<file path="src/rtl/ddr_score_pkg.sv">
// Shared types and constants for the DDR scoring pipeline: grade encodings,
// default point weights and a helper for sizing per-lane hit counters.
package ddr_score_pkg;

  typedef enum logic [1:0] {
    GRADE_MISS    = 2'b00,
    GRADE_GOOD    = 2'b01,
    GRADE_PERFECT = 2'b10,
    GRADE_MISS_11 = 2'b11
  } grade_e;

  // One-hot judgement strobe produced by each lane for a single cycle.
  typedef struct packed {
    logic perfect;
    logic good;
    logic miss;
  } judge_t;

  localparam int DEF_PTS_PERFECT = 3;
  localparam int DEF_PTS_GOOD    = 1;

  // Width needed to count 0..lanes simultaneous events.
  function automatic int cnt_w(input int lanes);
    return $clog2(lanes + 1);
  endfunction

endpackage

</file>
<file path="src/rtl/score_lane_judge.sv">
// Per-lane rising-edge detector and grade decoder: emits one one-hot
// {perfect,good,miss} strobe per 0->1 transition of the lane's action level.
module score_lane_judge
  import ddr_score_pkg::*;
(
  input  logic       clk,
  input  logic       rst,
  input  logic       i_clear,
  input  logic       i_enable,
  input  logic       i_action,
  input  logic [1:0] i_grade,
  output judge_t     o_judge
);

  logic   r_action_q;
  logic   w_edge;
  grade_e w_grade;

  // NOTE: sequential state uses non-blocking (<=) so every flop samples the
  // pre-edge value of its inputs regardless of process ordering.
  always_ff @(posedge clk or posedge rst) begin
    if (rst) begin
      r_action_q <= 1'b0;
    end else if (i_clear) begin
      r_action_q <= 1'b0;
    end else begin
      r_action_q <= i_action;
    end
  end

  // History updates even while paused, so resuming does not replay a held lane.
  assign w_edge  = i_action & ~r_action_q & i_enable;
  assign w_grade = grade_e'(i_grade);

  always_comb begin
    o_judge = '0;
    if (w_edge) begin
      case (w_grade)
        GRADE_PERFECT: o_judge.perfect = 1'b1;
        GRADE_GOOD:    o_judge.good    = 1'b1;
        default:       o_judge.miss    = 1'b1;
      endcase
    end
  end

endmodule

</file>
<file path="src/rtl/score_keeper_multi.sv">
// Two-stage DDR scorer: stage 1 counts per-grade lane events, stage 2 applies
// grade-weighted points at the current multiplier and tracks combo/multiplier.
module score_keeper_multi
  import ddr_score_pkg::*;
#(
  parameter int LANES       = 4,
  parameter int SCORE_W     = 16,
  parameter int MULT_W      = 7,
  parameter int MULT_MAX    = 4,
  parameter int COMBO_STEP  = 8,
  parameter int COMBO_W     = 10,
  parameter int PTS_PERFECT = DEF_PTS_PERFECT,
  parameter int PTS_GOOD    = DEF_PTS_GOOD
) (
  input  logic                 clk,
  input  logic                 rst,
  input  logic                 clear,
  input  logic                 enable,
  input  logic [LANES-1:0]     note_action,
  input  logic [2*LANES-1:0]   note_grade,
  output logic [SCORE_W-1:0]   score,
  output logic [MULT_W-1:0]    multiplier,
  output logic [COMBO_W-1:0]   combo,
  output logic [COMBO_W-1:0]   max_combo,
  output logic                 score_valid,
  output logic                 overflow
);

  localparam int CNT_W  = cnt_w(LANES);
  localparam int PTS_W  = SCORE_W + 8;
  localparam int STEP_W = $clog2(COMBO_STEP + LANES + 1);
  localparam int CSUM_W = COMBO_W + CNT_W;

  localparam logic [SCORE_W-1:0] SCORE_SAT = '1;
  localparam logic [COMBO_W-1:0] COMBO_SAT = '1;
  localparam logic [MULT_W-1:0]  MULT_ONE  = MULT_W'(1);
  localparam logic [MULT_W-1:0]  MULT_TOP  = MULT_W'(MULT_MAX);

  judge_t [LANES-1:0] w_judge;

  for (genvar g = 0; g < LANES; g++) begin : g_lane
    score_lane_judge u_judge (
      .clk      (clk),
      .rst      (rst),
      .i_clear  (clear),
      .i_enable (enable),
      .i_action (note_action[g]),
      .i_grade  (note_grade[2*g+1:2*g]),
      .o_judge  (w_judge[g])
    );
  end

  // ---------------- stage 1: per-grade event counts ----------------
  logic [CNT_W-1:0] w_cnt_perfect, w_cnt_good, w_cnt_miss;
  logic             w_any_evt;

  // NOTE: every always_comb output gets a default first; a path that leaves a
  // variable unassigned would infer a latch.
  always_comb begin
    w_cnt_perfect = '0;
    w_cnt_good    = '0;
    w_cnt_miss    = '0;
    for (int i = 0; i < LANES; i++) begin
      w_cnt_perfect = w_cnt_perfect + CNT_W'(w_judge[i].perfect);
      w_cnt_good    = w_cnt_good    + CNT_W'(w_judge[i].good);
      w_cnt_miss    = w_cnt_miss    + CNT_W'(w_judge[i].miss);
    end
    w_any_evt = |w_judge;
  end

  logic [CNT_W-1:0] r_n_perfect, r_n_good, r_n_miss;
  logic             r_any_evt;

  // NOTE: only control/datapath flops are reset; there is no storage array
  // here, so every register returns to a known value on rst and on clear.
  always_ff @(posedge clk or posedge rst) begin
    if (rst) begin
      r_n_perfect <= '0;
      r_n_good    <= '0;
      r_n_miss    <= '0;
      r_any_evt   <= 1'b0;
    end else if (clear) begin
      r_n_perfect <= '0;
      r_n_good    <= '0;
      r_n_miss    <= '0;
      r_any_evt   <= 1'b0;
    end else begin
      r_n_perfect <= w_cnt_perfect;
      r_n_good    <= w_cnt_good;
      r_n_miss    <= w_cnt_miss;
      r_any_evt   <= w_any_evt;
    end
  end

  // ---------------- stage 2: score, combo, multiplier ----------------
  logic [SCORE_W-1:0] r_score;
  logic [MULT_W-1:0]  r_mult;
  logic [COMBO_W-1:0] r_combo, r_max_combo;
  logic [STEP_W-1:0]  r_step;
  logic               r_valid, r_ovf;

  logic [SCORE_W-1:0] w_score_n;
  logic [MULT_W-1:0]  w_mult_n;
  logic [COMBO_W-1:0] w_combo_n, w_max_combo_n;
  logic [STEP_W-1:0]  w_step_n, w_step_sum;
  logic               w_valid_n, w_ovf_n;
  logic [CNT_W-1:0]   w_hits;
  logic [PTS_W-1:0]   w_base, w_pts;
  logic [PTS_W:0]     w_sum;
  logic [CSUM_W-1:0]  w_combo_sum;

  always_comb begin
    w_hits      = r_n_perfect + r_n_good;
    w_base      = PTS_W'(r_n_perfect) * PTS_W'(PTS_PERFECT)
                + PTS_W'(r_n_good)    * PTS_W'(PTS_GOOD);
    w_pts       = w_base * PTS_W'(r_mult);
    w_sum       = (PTS_W+1)'(r_score) + (PTS_W+1)'(w_pts);
    w_combo_sum = CSUM_W'(r_combo) + CSUM_W'(w_hits);
    w_step_sum  = r_step + STEP_W'(w_hits);

    w_score_n     = r_score;
    w_mult_n      = r_mult;
    w_combo_n     = r_combo;
    w_max_combo_n = r_max_combo;
    w_step_n      = r_step;
    w_ovf_n       = r_ovf;
    w_valid_n     = 1'b0;

    if (r_any_evt) begin
      w_valid_n = 1'b1;
      if (w_sum > (PTS_W+1)'(SCORE_SAT)) begin
        w_score_n = SCORE_SAT;
        w_ovf_n   = 1'b1;
      end else begin
        w_score_n = w_sum[SCORE_W-1:0];
      end

      // A miss breaks the streak; hits in the same cycle already scored above.
      if (r_n_miss != '0) begin
        w_combo_n = '0;
        w_step_n  = '0;
        w_mult_n  = MULT_ONE;
      end else begin
        if (w_combo_sum > CSUM_W'(COMBO_SAT)) begin
          w_combo_n = COMBO_SAT;
        end else begin
          w_combo_n = w_combo_sum[COMBO_W-1:0];
        end
        if (w_step_sum >= STEP_W'(COMBO_STEP)) begin
          w_step_n = w_step_sum - STEP_W'(COMBO_STEP);
          if (r_mult < MULT_TOP) begin
            w_mult_n = r_mult + MULT_ONE;
          end
        end else begin
          w_step_n = w_step_sum;
        end
      end

      if (w_combo_n > r_max_combo) begin
        w_max_combo_n = w_combo_n;
      end
    end
  end

  always_ff @(posedge clk or posedge rst) begin
    if (rst) begin
      r_score     <= '0;
      r_mult      <= MULT_ONE;
      r_combo     <= '0;
      r_max_combo <= '0;
      r_step      <= '0;
      r_valid     <= 1'b0;
      r_ovf       <= 1'b0;
    end else if (clear) begin
      r_score     <= '0;
      r_mult      <= MULT_ONE;
      r_combo     <= '0;
      r_max_combo <= '0;
      r_step      <= '0;
      r_valid     <= 1'b0;
      r_ovf       <= 1'b0;
    end else begin
      r_score     <= w_score_n;
      r_mult      <= w_mult_n;
      r_combo     <= w_combo_n;
      r_max_combo <= w_max_combo_n;
      r_step      <= w_step_n;
      r_valid     <= w_valid_n;
      r_ovf       <= w_ovf_n;
    end
  end

  assign score       = r_score;
  assign multiplier  = r_mult;
  assign combo       = r_combo;
  assign max_combo   = r_max_combo;
  assign score_valid = r_valid;
  assign overflow    = r_ovf;

endmodule

</file>
<file path="config.mk">
export PLATFORM = sky130hd
export DESIGN_NAME = score_keeper_multi
export DESIGN_NICKNAME = d
export VERILOG_FILES = /design/src/rtl/ddr_score_pkg.sv /design/src/rtl/score_lane_judge.sv /design/src/rtl/score_keeper_multi.sv
export SDC_FILE = /design/constraint.sdc
export NUM_CORES = 1
export LEC_CHECK = 0
export ABC_AREA = 1
export BUFFER_PORTS_ARGS = -buffer_cell sky130_fd_sc_hd__buf_4
export CAP_MARGIN = 20
export CORE_AREA = 4 4 100 102
export DETAILED_ROUTE_END_ITERATION = 7
export DIE_AREA = 0 0 104 106
export HOLD_SLACK_MARGIN = 0.12
export PLACE_DENSITY = 0.83
export SLEW_MARGIN = 25
export SYNTH_ARGS = -nofsm -noshare
export SYNTH_HDL_FRONTEND = slang
export SYNTH_SLANG_ARGS = --single-unit
</file>
<file path="constraint.sdc">
create_clock -name clk -period 7.6 [get_ports clk]
set_input_delay 0.76 -clock clk [delete_from_list [all_inputs] [get_ports clk]]
set_output_delay 0.76 -clock clk [all_outputs]
set_load 0.02 [all_outputs]
</file>
==> results.ini <==
[worst_hold_path]
min-delay-start=r_step[3]
whs_endpoint=r_step[3]
hold_class=reg -> reg
hold_path_depth=2

[synth]
ys_ff_latch=63
synth.area.mux_share_pct=0
synth_xor_area_share_pct=1.50
syn-num-nets=893
synth_compound_area_share_pct=4.65
synth-edff-count=0
synth_ff_type=dfrtp_1
postSynth.asyncResetShare_pct=100
syn_area_per_cell_um2=7.52
synth-adder-area-share_pct=25.8
synth.distinct_cells=46
syn_area_um2=5840
synth-simple-area-share_pct=27.5
ys_seq_area_share_pct=27.0
yosysWarnings=0
synth_top_family_by_area=simple AND/OR/NAND/NOR gates
netlist_instances=777

[die]
die_h_um=106
num_rows=35
die_width_um=104
core_um2=9110
io_pins=61
die_area_um2=11000
start_util_pct=64.1

[cells_and_area]
final_layout_size_suffix_gt1_share_pct=14.5
n_antenna_cell=0
layout.nets=954
layout_commonest_cell=nand2_1
area_growth_pct=12.5
fillerInstances=725
design_area_um2=6570
final_cell_mix=nand2_1 (197), inv_1 (182), ha_1 (66), nor2_1 (63)

[clocking]
post-cts-setup-buffers=0
post_cts_resized=0
insertion_delay_ns=0.35
cts_made_buffers=9
cts_tree=done
postCtsHoldBufs=0
clkTransAtPathRegs_ns=0.08
ctsRootBufferMaster=clkbuf_8
h-tree-depth=3
clkSinkCount=63
clockBufferDepth=2

[worst_setup_path]
rr_worst_depth=22
end_kind=register
rrSetupSlack_ns=1.99
arrival_ns=5.80
r2r-end=score[3]
critPathRequiredTime_ns=7.79
startpoint_type=register
cp_max_fo=15
critical_path_class=reg -> reg
r2r_start=r_n_perfect[1]

[timing]
min_period_ns=5.61
fin_tns_setup_ns=0
rsz0062_at_grt=no
tightest_slew_ns=0.849
timing.fmax_ghz=0.178
skew_ns=0.0134
hold_viol=0
timing.hold.ws_ns=0.516
setup_slack_ns=1.99
setup_viol=0
slew_headroom_pct=43.4
drv_slew=0
fin_crit_sh_pct=73.8

[power]
p_leak_nw=4.07
p_per_area_nw_per_um2=120
peakVddDrop_mv=0.0839

[global_routing]
gr-total-overflow=0
antenna_found_initial=0
grt_use_met3_pct=4.49
grt.total_usage_pct=26.0
gr-max-usage-layer=met2
gr-usage-met2_pct=47.9
grt_pass1_wl_um=23400
grt_start_max_net_pins=64
grt_pass1_vias=5226
grt_util_met1_pct=30.4

[drt]
vias_per_cell=5.35
firstDrtPassIters=5
num_vias=5095
ant_nets=0
drtIter0Drc=170
wirelength_um=13700
drcViolationCount=0
wl_per_cell_um=14.3

[job]
max_cap_violations=0

[status]
status=finished, final reports clean

[placed_design]
postPlaceCellArea_um2=6370
placement.io_buffers=60
gp_congestion=0.913
place_hpwl_um=10400
pre_cts_ws_ns=1.98

-- synth_stat cells, drive strengths merged, types with 2 or more instances --
cell / n / area [um^2]
a21o: 2 / 15.0
a21oi: 12 / 71.3
buf: 7 / 53.8
clkbuf: 5 / 18.8
clkinv: 2 / 8.75
dfrtp: 62 / 1550
fa: 34 / 681
ha: 66 / 826
inv: 189 / 709
nand2: 210 / 836
nand3: 63 / 373
nand3b: 4 / 30.0
nand4: 3 / 25.0
nor2: 67 / 262
nor3: 5 / 41.3
nor3b: 2 / 15.0
o211ai: 3 / 27.5
o21ai: 15 / 75.1
o221ai: 3 / 26.3
o22ai: 4 / 25.0
or2: 2 / 12.5
xnor2: 6 / 52.6
xor2: 4 / 35.0
-- layout make-up --
type / count / area [um^2] / share of cell area (%)
Multi-Input combinational cell: 511 / 3470 / 52.9
Sequential cell: 63 / 1580 / 24.0
Inverter: 191 / 718 / 10.9
Timing Repair Buffer: 62 / 465 / 7.09
Tap cell: 111 / 139 / 2.11
Clock buffer: 10 / 138 / 2.10
Clock inverter: 5 / 58.8 / 0.895
-- flip-flops by register name, summed over array words and instances, names as in the netlist --
register                   count
score                         16
combo                         10
max_combo                     10
multiplier                     7
g_lane.u_judge.r_action_q      4
r_step                         4
r_n_good                       3
r_n_miss                       3
r_n_perfect                    3
overflow                       1
r_any_evt                      1
score_valid                    1
-- through the flow --
step	power, W	utilization [%]	std cells
after floorplan	0.000444	-	777
after global placement	0.000483	70.0	938
after detailed placement	0.000490	70.0	938
after CTS	0.000794	72.1	953
after global routing	0.000826	72.1	953
final	0.000789	72.1	953
-- how the worst max path moves through the flow --
stage | slack (ns) | cells after the start | to | start
6_report | 1.99 | 22 | score[3] | r_n_perfect[1]
5_1_grt | 1.57 | 20 | score[4] | r_n_perfect[1]
4_1_cts | 1.95 | 22 | score[3] | r_n_perfect[1]
3_3_place_gp | 2.14 | 22 | score[3] | r_n_perfect[1]
2_1_floorplan | 2.43 | 23 | score[2] | r_n_perfect[1]
3_5_place_dp | 1.98 | 22 | score[5] | r_n_perfect[1]
-- cell families after synthesis --
kind of cell / after synthesis
AO/OA/AOI/OAI: 43
XOR/XNOR: 10
adder cells (fa/ha/maj): 100
buffers and inverters: 203
flip-flops: 63
AND/OR/NAND/NOR: 358
-- power by group --
part,total (W),internal (W),switching [W]
sequential,0.000364,0.000346,0.0000176
combinational,0.000121,0.0000415,0.0000791
clock,0.000305,0.000159,0.000146
-- critical path, stage by stage, from the launching register on --
cell,delay [ns]
dfrtp_1,0.45
fa_1,0.47
ha_1,0.22
fa_1,0.38
xnor2_1,0.49
nor2_1,0.09
ha_1,0.29
inv_1,0.05
fa_1,0.52
inv_1,0.06
fa_1,0.53
inv_1,0.05
fa_1,0.49
inv_1,0.04
ha_1,0.36
nand2_1,0.09
nand2_1,0.08
a21oi_2,0.12
nand2_2,0.08
nand2_2,0.09
nand2_4,0.07
nand2_4,0.23
o221ai_1,0.17
-- metal layers --
layer	part of all wire (%)	vias up
met5	0	-
met4	2.8	0
met3	5.6	37
met2	52	167
met1	40	2425
li1	-	2466
No activity file was read; power rests on OpenSTA's default activity.
